[src/rtl/line_dec_pkg.sv]
// Shared types and constants for the sequenced line decoder.
package line_dec_pkg;

    typedef enum logic [1:0] {
        IDLE,
        HOLD,
        SCAN
    } state_t;

    localparam logic MODE_DECODE = 1'b0;
    localparam logic MODE_SCAN   = 1'b1;

endpackage

[src/rtl/onehot_dec.sv]
// Combinational AW-to-2^AW one-hot decoder.
module onehot_dec #(
    parameter int AW = 5
) (
    input  logic [AW-1:0]      addr,
    output logic [(2**AW)-1:0] lines
);

    always_comb begin
        lines       = '0;
        lines[addr] = 1'b1;
    end

endmodule

[src/rtl/line_decoder_seq.sv]
// Registered line decoder with valid/ready accept, DECODE hold and SCAN sweep.
// Optional build macro LINE_DEC_ACTIVE_LOW_EN drives D inverted (idle value all ones).
module line_decoder_seq
    import line_dec_pkg::*;
#(
    parameter int AW      = 5,
    parameter int DWELL_W = 4
) (
    input  logic                 clk,
    input  logic                 rst,
    input  logic                 in_valid,
    output logic                 in_ready,
    input  logic [AW-1:0]        A,
    input  logic                 mode,
    input  logic [DWELL_W-1:0]   dwell,
    input  logic                 stop,
    output logic [(2**AW)-1:0]   D,
    output logic                 D_valid
);

    localparam int N = 2**AW;

    state_t             state;
    logic [AW-1:0]      idx;
    logic [DWELL_W-1:0] cnt;
    logic [DWELL_W-1:0] dwell_reg;

    logic               accept;
    logic [AW-1:0]      next_idx;
    logic [N-1:0]       next_lines;
    logic [N-1:0]       line_drive;

    assign accept = in_valid && in_ready;

    // The decoder sees the index that D will show after this edge.
    always_comb begin
        next_idx = idx;
        if (accept) begin
            next_idx = A;
        end else if (state == SCAN && cnt == '0) begin
            next_idx = idx + AW'(1);
        end
    end

    onehot_dec #(.AW(AW)) u_onehot_dec (
        .addr  (next_idx),
        .lines (next_lines)
    );

`ifdef LINE_DEC_ACTIVE_LOW_EN
    localparam logic [N-1:0] D_OFF = '1;
    assign line_drive = ~next_lines;
`else
    localparam logic [N-1:0] D_OFF = '0;
    assign line_drive = next_lines;
`endif

    always_ff @(posedge clk) begin
        if (rst) begin
            state     <= IDLE;
            idx       <= '0;
            cnt       <= '0;
            dwell_reg <= '0;
            D         <= D_OFF;
            D_valid   <= 1'b0;
            in_ready  <= 1'b1;
        end else begin
            case (state)
                IDLE: begin
                    if (accept) begin
                        idx       <= A;
                        cnt       <= dwell;
                        dwell_reg <= dwell;
                        state     <= (mode == MODE_SCAN) ? SCAN : HOLD;
                        D         <= line_drive;
                        D_valid   <= 1'b1;
                        in_ready  <= 1'b0;
                    end
                end
                HOLD: begin
                    if (stop || cnt == '0) begin
                        state    <= IDLE;
                        D        <= D_OFF;
                        D_valid  <= 1'b0;
                        in_ready <= 1'b1;
                    end else begin
                        cnt <= cnt - DWELL_W'(1);
                    end
                end
                SCAN: begin
                    // stop wins over a same-cycle advance
                    if (stop) begin
                        state    <= IDLE;
                        D        <= D_OFF;
                        D_valid  <= 1'b0;
                        in_ready <= 1'b1;
                    end else if (cnt == '0) begin
                        idx <= next_idx;
                        cnt <= dwell_reg;
                        D   <= line_drive;
                    end else begin
                        cnt <= cnt - DWELL_W'(1);
                    end
                end
                default: begin
                    state    <= IDLE;
                    D        <= D_OFF;
                    D_valid  <= 1'b0;
                    in_ready <= 1'b1;
                end
            endcase
        end
    end

endmodule

[config.mk]
export PLATFORM = sky130hd
export DESIGN_NAME = line_decoder_seq
export DESIGN_NICKNAME = d
export VERILOG_FILES = /design/src/rtl/line_dec_pkg.sv /design/src/rtl/onehot_dec.sv /design/src/rtl/line_decoder_seq.sv
export SDC_FILE = /design/constraint.sdc
export NUM_CORES = 1
export LEC_CHECK = 0
export BUFFER_PORTS_ARGS = -buffer_cell sky130_fd_sc_hd__buf_4
export CAP_MARGIN = 20
export CORE_MARGIN = 4
export CORE_UTILIZATION = 50
export DETAILED_ROUTE_END_ITERATION = 16
export GPL_TIMING_DRIVEN = 0
export PLACE_DENSITY_LB_ADDON = 0.2
export SKIP_CTS_REPAIR_TIMING = 1
export SLEW_MARGIN = 20
export SYNTH_ARGS = -nofsm -noshare
export SYNTH_HDL_FRONTEND = slang
export SYNTH_SLANG_ARGS = --single-unit
[constraint.sdc]
create_clock -name clk -period 5.7 [get_ports clk]
set_input_delay 0.855 -clock clk [delete_from_list [all_inputs] [get_ports clk]]
set_output_delay 0.855 -clock clk [all_outputs]
set_load 0.05 [all_outputs]
# == After elaboration in Yosys (flattened, before gate mapping) ==
# Index checks and enable logic that the tools add are counted.
# W data, S select, Z words.
# word_totals
out_inout_bits,34
wordCells,64
input_bits,14
register_bits,49
# op_classes
muxes,31
n_reduce_logical,13
n_lt_le_gt_ge,2
addsub,2
eq_ne,9
# ops
op,count
$mux W32,4
$pmux W32 S3,1
$mux W5,5
$mux W4,4
$pmux W4 S3,1
$ne A2 B2 Y1 const B,5
$pmux W5 S2,1
$mux W2,4
$reduce_and A4 Y1,2
$mux W1,7
$lt A5 B6 Y1 const B,1
$pmux W1 S3,2
$pmux W2 S3,1
$reduce_and A3 Y1,2
$add A5 B1 Y5 const B,1
$demux W1 S5,1
$ge A5 B1 Y1 const B,1
$logic_not A4 Y1,1
$sub A4 B1 Y4 const B,1
$logic_and A1 B1 Y1,3
$ne A3 B2 Y1 const B,1
$reduce_bool A3 Y1,1
$eq A2 B1 Y1 const B,1
$eq A2 B2 Y1 const B,1
other kinds (5),5

# == Longest topological paths before layout ==
# Gate-level depths: netlist (run 1).
# depth
depth_word,11
ltp_mapped,10
mapped_depth_nobuf,8

# == Modules after synthesis ==
# Synthesis (run 1) repeated with hierarchy kept, for this count alone.
# hier_totals
cells_unflattened,342
hier_area_um2,2726.4
# modules_own_cells
mod,n_inst,area_per_inst_um2,cells_each
line_decoder_seq,1,2512.4,295
onehot_dec,1,214.0,47

# == Worst setup path after synthesis (run 1) ==
# Ideal clock, no wire load.
# synth_path
path_kind,flip-flop to flip-flop
startpoint,reg cnt[0]
endpoint,reg D[24]
path_stages_with_launch,11
required_ns,5.635
path_slack_ns,3.410
arrival_time_ns,2.225
path_cell_list,dfxtp_1 > inv_1 > ha_1 > or3b_1 > buf_2 > or4_4 > a31oi_4 > and2_1 > buf_4 > a32oi_1 > nor2_1
# synth_via
elab_chain_cells,11
word_cells_on_any_way,17
cone_classes,2 x order compare; 2 x eq/ne; 8 x mux; 5 x reduce/logical
# synth_lines
element,line_no,text
start: declaration,line_decoder_seq.sv:25,logic [DWELL_W-1:0] cnt;
start signal: assignment,line_decoder_seq.sv:72,cnt <= dwell;
start signal: assignment,line_decoder_seq.sv:87,cnt <= cnt - DWELL_W'(1);
start signal: assignment,line_decoder_seq.sv:99,cnt <= dwell_reg;
$logic_not A4 Y1 *,"line_decoder_seq.sv:40, line_decoder_seq.sv:81, line_decoder_seq.sv:97",
$logic_and A1 B1 Y1,line_decoder_seq.sv:40,end else if (state == SCAN && cnt == '0) begin
$mux W5,line_decoder_seq.sv:40,
$mux W5,line_decoder_seq.sv:38,if (accept) begin
$lt A5 B6 Y1 (not written as such) / $ge A5 B1 Y1 (equally long branches),onehot_dec.sv:11,lines[addr] = 1'b1;
$logic_and A1 B1 Y1 (not written as such),onehot_dec.sv:11,
$mux W1 (not written as such),onehot_dec.sv:11,
$demux W1 S5,-,
$mux W32,line_decoder_seq.sv:97,end else if (cnt == '0) begin
$mux W32,line_decoder_seq.sv:92,if (stop) begin
$pmux W32 S3,line_decoder_seq.sv:68,case (state)
end signal: assignment,line_decoder_seq.sv:75,D <= line_drive;
end signal: assignment,line_decoder_seq.sv:100,D <= line_drive;
end: declaration,line_decoder_seq.sv:17,"output logic [(2**AW)-1:0] D,"
# Mark *: on every way between the ends. The rest lies on a longest branch, timed or not. The select of a mux whose other input is x is not followed.
# A chain may end at the register's enable or synchronous reset.

# == Final worst setup path (run 1) ==
# layout_path
startpoint,reg state[0]
endpoint,reg D[8]
# layout_via
elab_chain_cells,11
word_cells_on_any_way,19
cone_classes,2 x order compare; 5 x eq/ne; 8 x mux; 4 x reduce/logical
# layout_lines
element,line_no,text
start: declaration,line_decoder_seq.sv:23,state_t state;
start signal: assignment,line_decoder_seq.sv:74,state <= (mode == MODE_SCAN) ? SCAN : HOLD;
$eq A2 B2 Y1,"line_decoder_seq.sv:40, line_decoder_seq.sv:68",
$logic_and A1 B1 Y1,line_decoder_seq.sv:40,
$mux W5,line_decoder_seq.sv:40,
$mux W5,line_decoder_seq.sv:38,
$lt A5 B6 Y1 (not written as such) / $ge A5 B1 Y1 (equally long branches),onehot_dec.sv:11,
$logic_and A1 B1 Y1 (not written as such),onehot_dec.sv:11,
$mux W1 (not written as such),onehot_dec.sv:11,
$demux W1 S5,-,
$mux W32,line_decoder_seq.sv:97,
$mux W32,line_decoder_seq.sv:92,
$pmux W32 S3,line_decoder_seq.sv:68,
# Parallel ways exist; a longest one is shown, timed or not. The select of a mux whose other input is x is not followed.

==> flow_metrics.env, run 1 <==
export IMPL_outcome="completed"
export IMPL_endpoint_kind="flip-flop"
export IMPL_cpPeakStageDelay_ns=0.49
export IMPL_worstSetupPathType="reg2reg"
export IMPL_hold_class="reg2reg"
export IMPL_rsz0062_at_grt="no"
export IMPL_hold_start="D[18]"
export IMPL_layout_min_cycle_time_ns=2.61
export IMPL_leakage_nw=1.10
export IMPL_critPathTopFamily="simple AND/OR/NAND/NOR gates"
export IMPL_dieWidth_um=74.2
export IMPL_critPathSlowestCell="or3_1"
export IMPL_grt_usage_pct=20.3
export IMPL_grt_overflow_total=0
export IMPL_grt_pass1_wl_um=8680
export IMPL_clk_path_buf_depth=2
export IMPL_min_to="D[18]"
export IMPL_ys_warn_count=0
export IMPL_rows=23
export IMPL_syn_nets=283
export IMPL_cts_tree="done"
export IMPL_wl_per_cell_um=14.3
export IMPL_cts_reportedPaths_clkPinSlew_ns=0.09
export IMPL_start_util_pct=53.2
export IMPL_synthCells=264
export IMPL_clkLatencyLatePin_ns=0.31
export IMPL_power_density_nw_per_um2=476
export IMPL_synth_edf_count=0
export IMPL_num_vias=2055
export IMPL_coreArea_um2=4120
export IMPL_setup_violations=0
export IMPL_yosysSeqAreaShare_pct=44.8
export IMPL_finalHoldViolCount=0
export IMPL_critPathBufInv=2
export IMPL_route_detailed_drc=0
export IMPL_drt_iter0_markers=122
export IMPL_ys_ff_latch=49
export IMPL_port_buffers=47
export IMPL_ff2ff_path_depth=8
export IMPL_synth_area_top_cells="dfxtp_1 45%, nand2_1 7.2%, nor2_1 6.5%"
export IMPL_synth_main_ff_cell="dfxtp_1"
export IMPL_largest_registers="D x32, idx x5"
export IMPL_synth_cell_types=43
export IMPL_n_antenna_cell=0
export IMPL_io_pins=48
export IMPL_crit_fanout=6
export IMPL_gp_congestion=0.817
export IMPL_relSlewSlack_pct=50.9
export IMPL_yosys_area_top_type="dfxtp_1"
export IMPL_synth_top_cell_area_share_pct=44.8
export IMPL_fin_nets=337
export IMPL_vias_per_cell=5.57
export IMPL_slew_violations=0
export IMPL_tightest_slew_ns=0.737
export IMPL_synthToLayoutAreaGrowth_pct=25.1
export IMPL_vdd_drop_max_mv=0.293
export IMPL_place_hpwl_um=3910
export IMPL_clock_root_buffer="clkbuf_8"
export IMPL_r2r_start="state[0]"
export IMPL_layout_setup_ws_ns=3.09
export IMPL_cts_buffers=5
export IMPL_crit_path_cell_trace="inv_1 -> ha_1 -> nor4bb_1 -> clkbuf_1 -> mux2i_1 -> o211ai_1 -> or3_1 -> o21ai_1"
export IMPL_place_ws_ns=2.91
export IMPL_async_flop_share_pct=0
export IMPL_fin_tns_setup_ns=0
export IMPL_post_dp_cell_area_um2=2610
export IMPL_wirelength_um=5290
export IMPL_dr_pass1_iters=4
export IMPL_timing_hold_ws_ns=0.454
export IMPL_largest_reg_flops=32
export IMPL_regMostFlops="D"
export IMPL_reg2reg_slack_ns=3.09
export IMPL_antenna_found_initial=0
export IMPL_die_area_um2=5500
export IMPL_cts_sinks=49
export IMPL_design_area_um2=2740
export IMPL_r2r_end="D[8]"
export IMPL_fin_skew_ns=0.00884
export IMPL_crit_arrival_ns=2.85
export IMPL_drive_above_1_share_pct=19.4
export IMPL_required_ns=5.94
export IMPL_start_kind="flip-flop"
export IMPL_avgSynthCellArea_um2=8.29
export IMPL_htree_levels=2
export IMPL_ant_nets=0
export IMPL_grt_pass1_vias=1880
export IMPL_die_h_um=74.2
export IMPL_cap_violations=0
export IMPL_whs_path_depth=2
export IMPL_fmax_mhz=384
export IMPL_syn_area_um2=2190
export IMPL_grt_max_degree=16
export IMPL_period_share_pct=45.7
-- metrics by stage --
step                      instances  power (mW)  util, %
after floorplan                 264       0.869        -
after global placement          361       0.997     63.3
after detailed placement        361        1.01     63.3
after CTS                       369        1.30     66.6
after global routing            369        1.39     66.6
final                           369        1.30     66.6
-- how the worst max path moves through the flow --
stage	start	to	slack [ns]	cells after the start
after global routing	state[0]	idx[3]	2.81	9
after floorplan	cnt[0]	D[24]	3.41	10
after CTS	state[0]	D[20]	3.14	8
after global placement	in_valid	D[4]	2.96	8
final	state[0]	D[8]	3.09	8
after detailed placement	in_valid	D[20]	2.91	8
-- cell families after synthesis --
logic type      synth area share (%)
compound gates                  23.4
xor+xnor                       0.800
fa+ha+maj                       2.86
buf+inv                         3.66
flops                           44.8
mux                             4.57
simple gates                    19.9
-- synthesized netlist by cell type (3+ instances only) --
master	instances
a211o_1	3
a211oi_1	6
a21oi_1	19
a32oi_1	8
clkbuf_1	8
dfxtp_1	49
ha_1	5
inv_1	8
mux2i_1	10
nand2_1	42
nand3_1	3
nor2_1	38
o21ai_0	3
o21ai_1	25
or3_1	5
-- cell type report --
class / count / area (um^2)
fillers: 374 / 1380
multi-input cells: 195 / 1130
flip-flops and latches: 49 / 981
repair buffers: 47 / 353
clock buffers: 5 / 68.8
clock inverters: 3 / 65.1
well taps: 50 / 62.6
plain buffers: 12 / 50.0
inverters: 8 / 30.0
-- tightest hold or removal path, cell delays in order, from the launching register on --
cell	delay (ns)
dfxtp_1	0.32
nand2_1	0.05
o21ai_1	0.05
-- placed cells by master, fill, tap and decap left out, drive strengths merged, types with 2 or more instances in the layout --
master / instances
ha: 5
bufinv: 2
clkbuf: 13
a211o: 3
or4: 2
nand2: 42
or3: 5
a31oi: 2
o21ai: 28
nand3: 3
nor2: 38
inv: 8
a32oi: 8
mux2i: 10
a211oi: 6
a21o: 2
o211ai: 2
dfxtp: 49
buf: 51
a21oi: 20
or3b: 2
-- layer usage --
| layer | vias to the layer above | share of wire (%) | GRT usage (%) |
|---|---|---|---|
| met2 | 47 | 47 | 33.0 |
| met3 | 6 | 5.7 | 5.95 |
| li1 | 1038 | - | - |
| met1 | 964 | 46 | 27.2 |
| met5 | - | 0 | 0 |
| met4 | 0 | 0.74 | 3.62 |
-- where the power goes --
part	switching, mW	leakage, nW	internal [mW]	total (mW)
logic	0.375	0.632	0.192	0.568
clock network	0.118	0.0681	0.174	0.292
registers	0.0482	0.398	0.396	0.444
Power figures use the tool's default switching activity.
==> run 2, diff against run 1 <==
Settings changed: ABC_AREA from default to 1.
Clock period 5.7 ns to 2.2 ns, I/O delays scaled along.
==> flow_metrics.env, run 2 <==
export IMPL_largest_reg_flops=32
export IMPL_grt_overflow_total=0
export IMPL_yosysSeqAreaShare_pct=36.9
export IMPL_yosys_top_cells_count="93 x nand2_1, 55 x nor2_1, 49 x dfxtp_1"
export IMPL_synth_fa_ha_area_share_pct=2.35
export IMPL_totalPowerFinal_mw=3.63
export IMPL_regArea_um2=981
export IMPL_synth_cell_types=32
export IMPL_layout_min_cycle_time_ns=1.93
export IMPL_crit_arrival_ns=2.16
export IMPL_io_pins=48
export IMPL_synth_edf_count=0
export IMPL_synthToLayoutAreaGrowth_pct=19.8
export IMPL_ys_warn_count=0
export IMPL_synth_compound_area_share_pct=11.6
export IMPL_grt_max_degree=16
export IMPL_cts_reportedPaths_clkPinSlew_ns=0.10
export IMPL_gp_congestion=0.879
export IMPL_synthMostInstantiatedCell="nand2_1"
export IMPL_relSlewSlack_pct=69.3
export IMPL_syn_area_um2=2660
export IMPL_multiInputGateArea_um2=1430
export IMPL_grt_usage_pct=20.4
export IMPL_coreArea_um2=5140
export IMPL_n_antenna_cell=0
export IMPL_finalHoldViolCount=0
export IMPL_vias_per_cell=5.08
export IMPL_leakage_nw=1.49
export IMPL_place_ws_ns=0.307
export IMPL_ant_nets=0
export IMPL_fin_skew_ns=0.0110
export IMPL_dr_pass1_iters=4
export IMPL_num_vias=2661
export IMPL_synth_top_cell_area_share_pct=36.9
export IMPL_clkLatencyLatePin_ns=0.31
export IMPL_drive_above_1_share_pct=21.4
export IMPL_setup_violations=0
export IMPL_async_flop_share_pct=0
export IMPL_route_detailed_drc=0
export IMPL_syn_nets=418
export IMPL_period_share_pct=87.5
export IMPL_fin_tns_setup_ns=0
export IMPL_synthSimpleGateAreaFrac_pct=39.5
export IMPL_final_cell_mix="93 x nand2_1, 55 x nor2_1, 49 x dfxtp_1"
export IMPL_avgSynthCellArea_um2=6.66
export IMPL_crit_fanout=8
export IMPL_cts_buffers=5
export IMPL_regMostFlops="D"
export IMPL_synth_main_ff_cell="dfxtp_1"
export IMPL_dieWidth_um=80.9
export IMPL_fin_nets=472
export IMPL_start_util_pct=51.7
export IMPL_cap_violations=0
export IMPL_clk_path_buf_depth=2
export IMPL_worstSetupPathType="reg2reg"
export IMPL_slew_violations=0
export IMPL_wl_per_cell_um=11.9
export IMPL_largest_registers="D x32, idx x5"
export IMPL_tightest_slew_ns=0.461
export IMPL_grt_pass1_vias=2375
export IMPL_htree_levels=2
export IMPL_fmax_mhz=519
export IMPL_place_hpwl_um=4740
export IMPL_synthCells=399
export IMPL_hold_class="in2reg"
export IMPL_fillers=514
export IMPL_rows=26
export IMPL_yosys_area_top_type="dfxtp_1"
export IMPL_clock_root_buffer="clkbuf_8"
export IMPL_grt_pass1_wl_um=10600
export IMPL_synth_top_family_by_area="simple AND/OR/NAND/NOR gates"
export IMPL_required_ns=2.44
export IMPL_final_common_cell="nand2_1"
export IMPL_synth_area_top_cells="dfxtp_1 37%, nand2_1 13%, nor2_1 7.8%"
export IMPL_antenna_found_initial=0
export IMPL_outcome="completed"
export IMPL_rsz0062_at_grt="no"
export IMPL_power_density_nw_per_um2=1140
export IMPL_die_area_um2=6550
export IMPL_layout_setup_ws_ns=0.274
export IMPL_synthMuxAreaShare_pct=0
export IMPL_start_kind="flip-flop"
export IMPL_synth_xor_area_share_pct=0.330
export IMPL_endpoint_kind="flip-flop"
export IMPL_drt_iter0_markers=174
export IMPL_cts_sinks=49
export IMPL_wirelength_um=6230
export IMPL_ys_ff_latch=49
export IMPL_die_h_um=80.9
export IMPL_vdd_drop_max_mv=0.554
export IMPL_port_buffers=47
export IMPL_cts_tree="done"
==> run 2: cell types whose count changed in the layout (fill, tap and decap cells not counted), sizes merged, moves of 6 or more <==
cell    before  now
nand2       42  103
nand3        3   43
inv          8   44
nor2        38   65
a21oi       20   38
o21ai       28   14
mux2i       10    0
nand4        0    9
a32oi        8    0
a211oi       6    0
==> run 2: cell type report <==
type | instances | share of cell area, %
sequential | 49 | 30.8
inverter | 44 | 5.34
buffer | 16 | 2.44
multi-input combinational | 290 | 44.9
clock buffer | 6 | 2.28
timing repair buffer | 47 | 11.1
clock inverter | 2 | 0.432
tap | 70 | 2.75
==> run 2: cells by family after synthesis <==
| family | count (synthesis) |
|---|---|
| and+or+nand+nor | 227 |
| xor gates and xnor gates | 1 |
| AOI/OAI and AO/OA | 57 |
| DFF | 49 |
| buffers and inverters | 60 |
| adders and majority gates | 5 |
==> run 2: worst max-delay path, stage by stage (launching register included) <==
cell	delay [ns]
dfxtp_1	0.37
inv_1	0.07
ha_1	0.26
inv_2	0.18
nor2_2	0.08
nand2_2	0.10
nand3_4	0.10
nor2_1	0.14
nand2_1	0.11
nor2_4	0.19
nand3_1	0.11
a21oi_1	0.15
==> run 2: per-stage QoR <==
stage | cells | util [%] | cell area [um^2] | hold slack [ns]
after global placement | 516 | 60.3 | 3100 | 0.441
after detailed placement | 516 | 60.3 | 3100 | 0.447
after global routing | 524 | 62.0 | 3180 | 0.279
final | 524 | 62.0 | 3180 | 0.267
after floorplan | 399 | - | 2660 | 0.425
after CTS | 524 | 62.0 | 3180 | 0.265
==> run 2: per-layer routing <==
layer / routed length, um / up-vias / GRT usage, %
met2: 2930 / 66 / 33.8
met1: 2840 / 1196 / 27.2
li1: - / 1392 / -
met3: 384 / 7 / 3.33
met4: 70 / 0 / 6.25
met5: 0 / - / 0
==> run 2: path summary, 6_finish.rpt <==
| path | startpoint | endpoint | slack, ns | depth (start not counted) |
|---|---|---|---|---|
| worst min-delay path | mode | state[1] | 0.27 | 3 |
| worst min register to register | dwell_reg[1] | dwell_reg[1] | 0.46 | 2 |
| worst max register to register | state[0] | D[22] | 0.27 | 11 |
| worst max-delay path | state[0] | D[22] | 0.27 | 11 |
==> run 2: report_power, final <==
part           leakage [nW]  switching [mW]  internal [mW]
clock                0.0456           0.314          0.227
sequential            0.398           0.118           1.03
combinational          1.05            1.35          0.593
total                  1.49            1.78           1.85
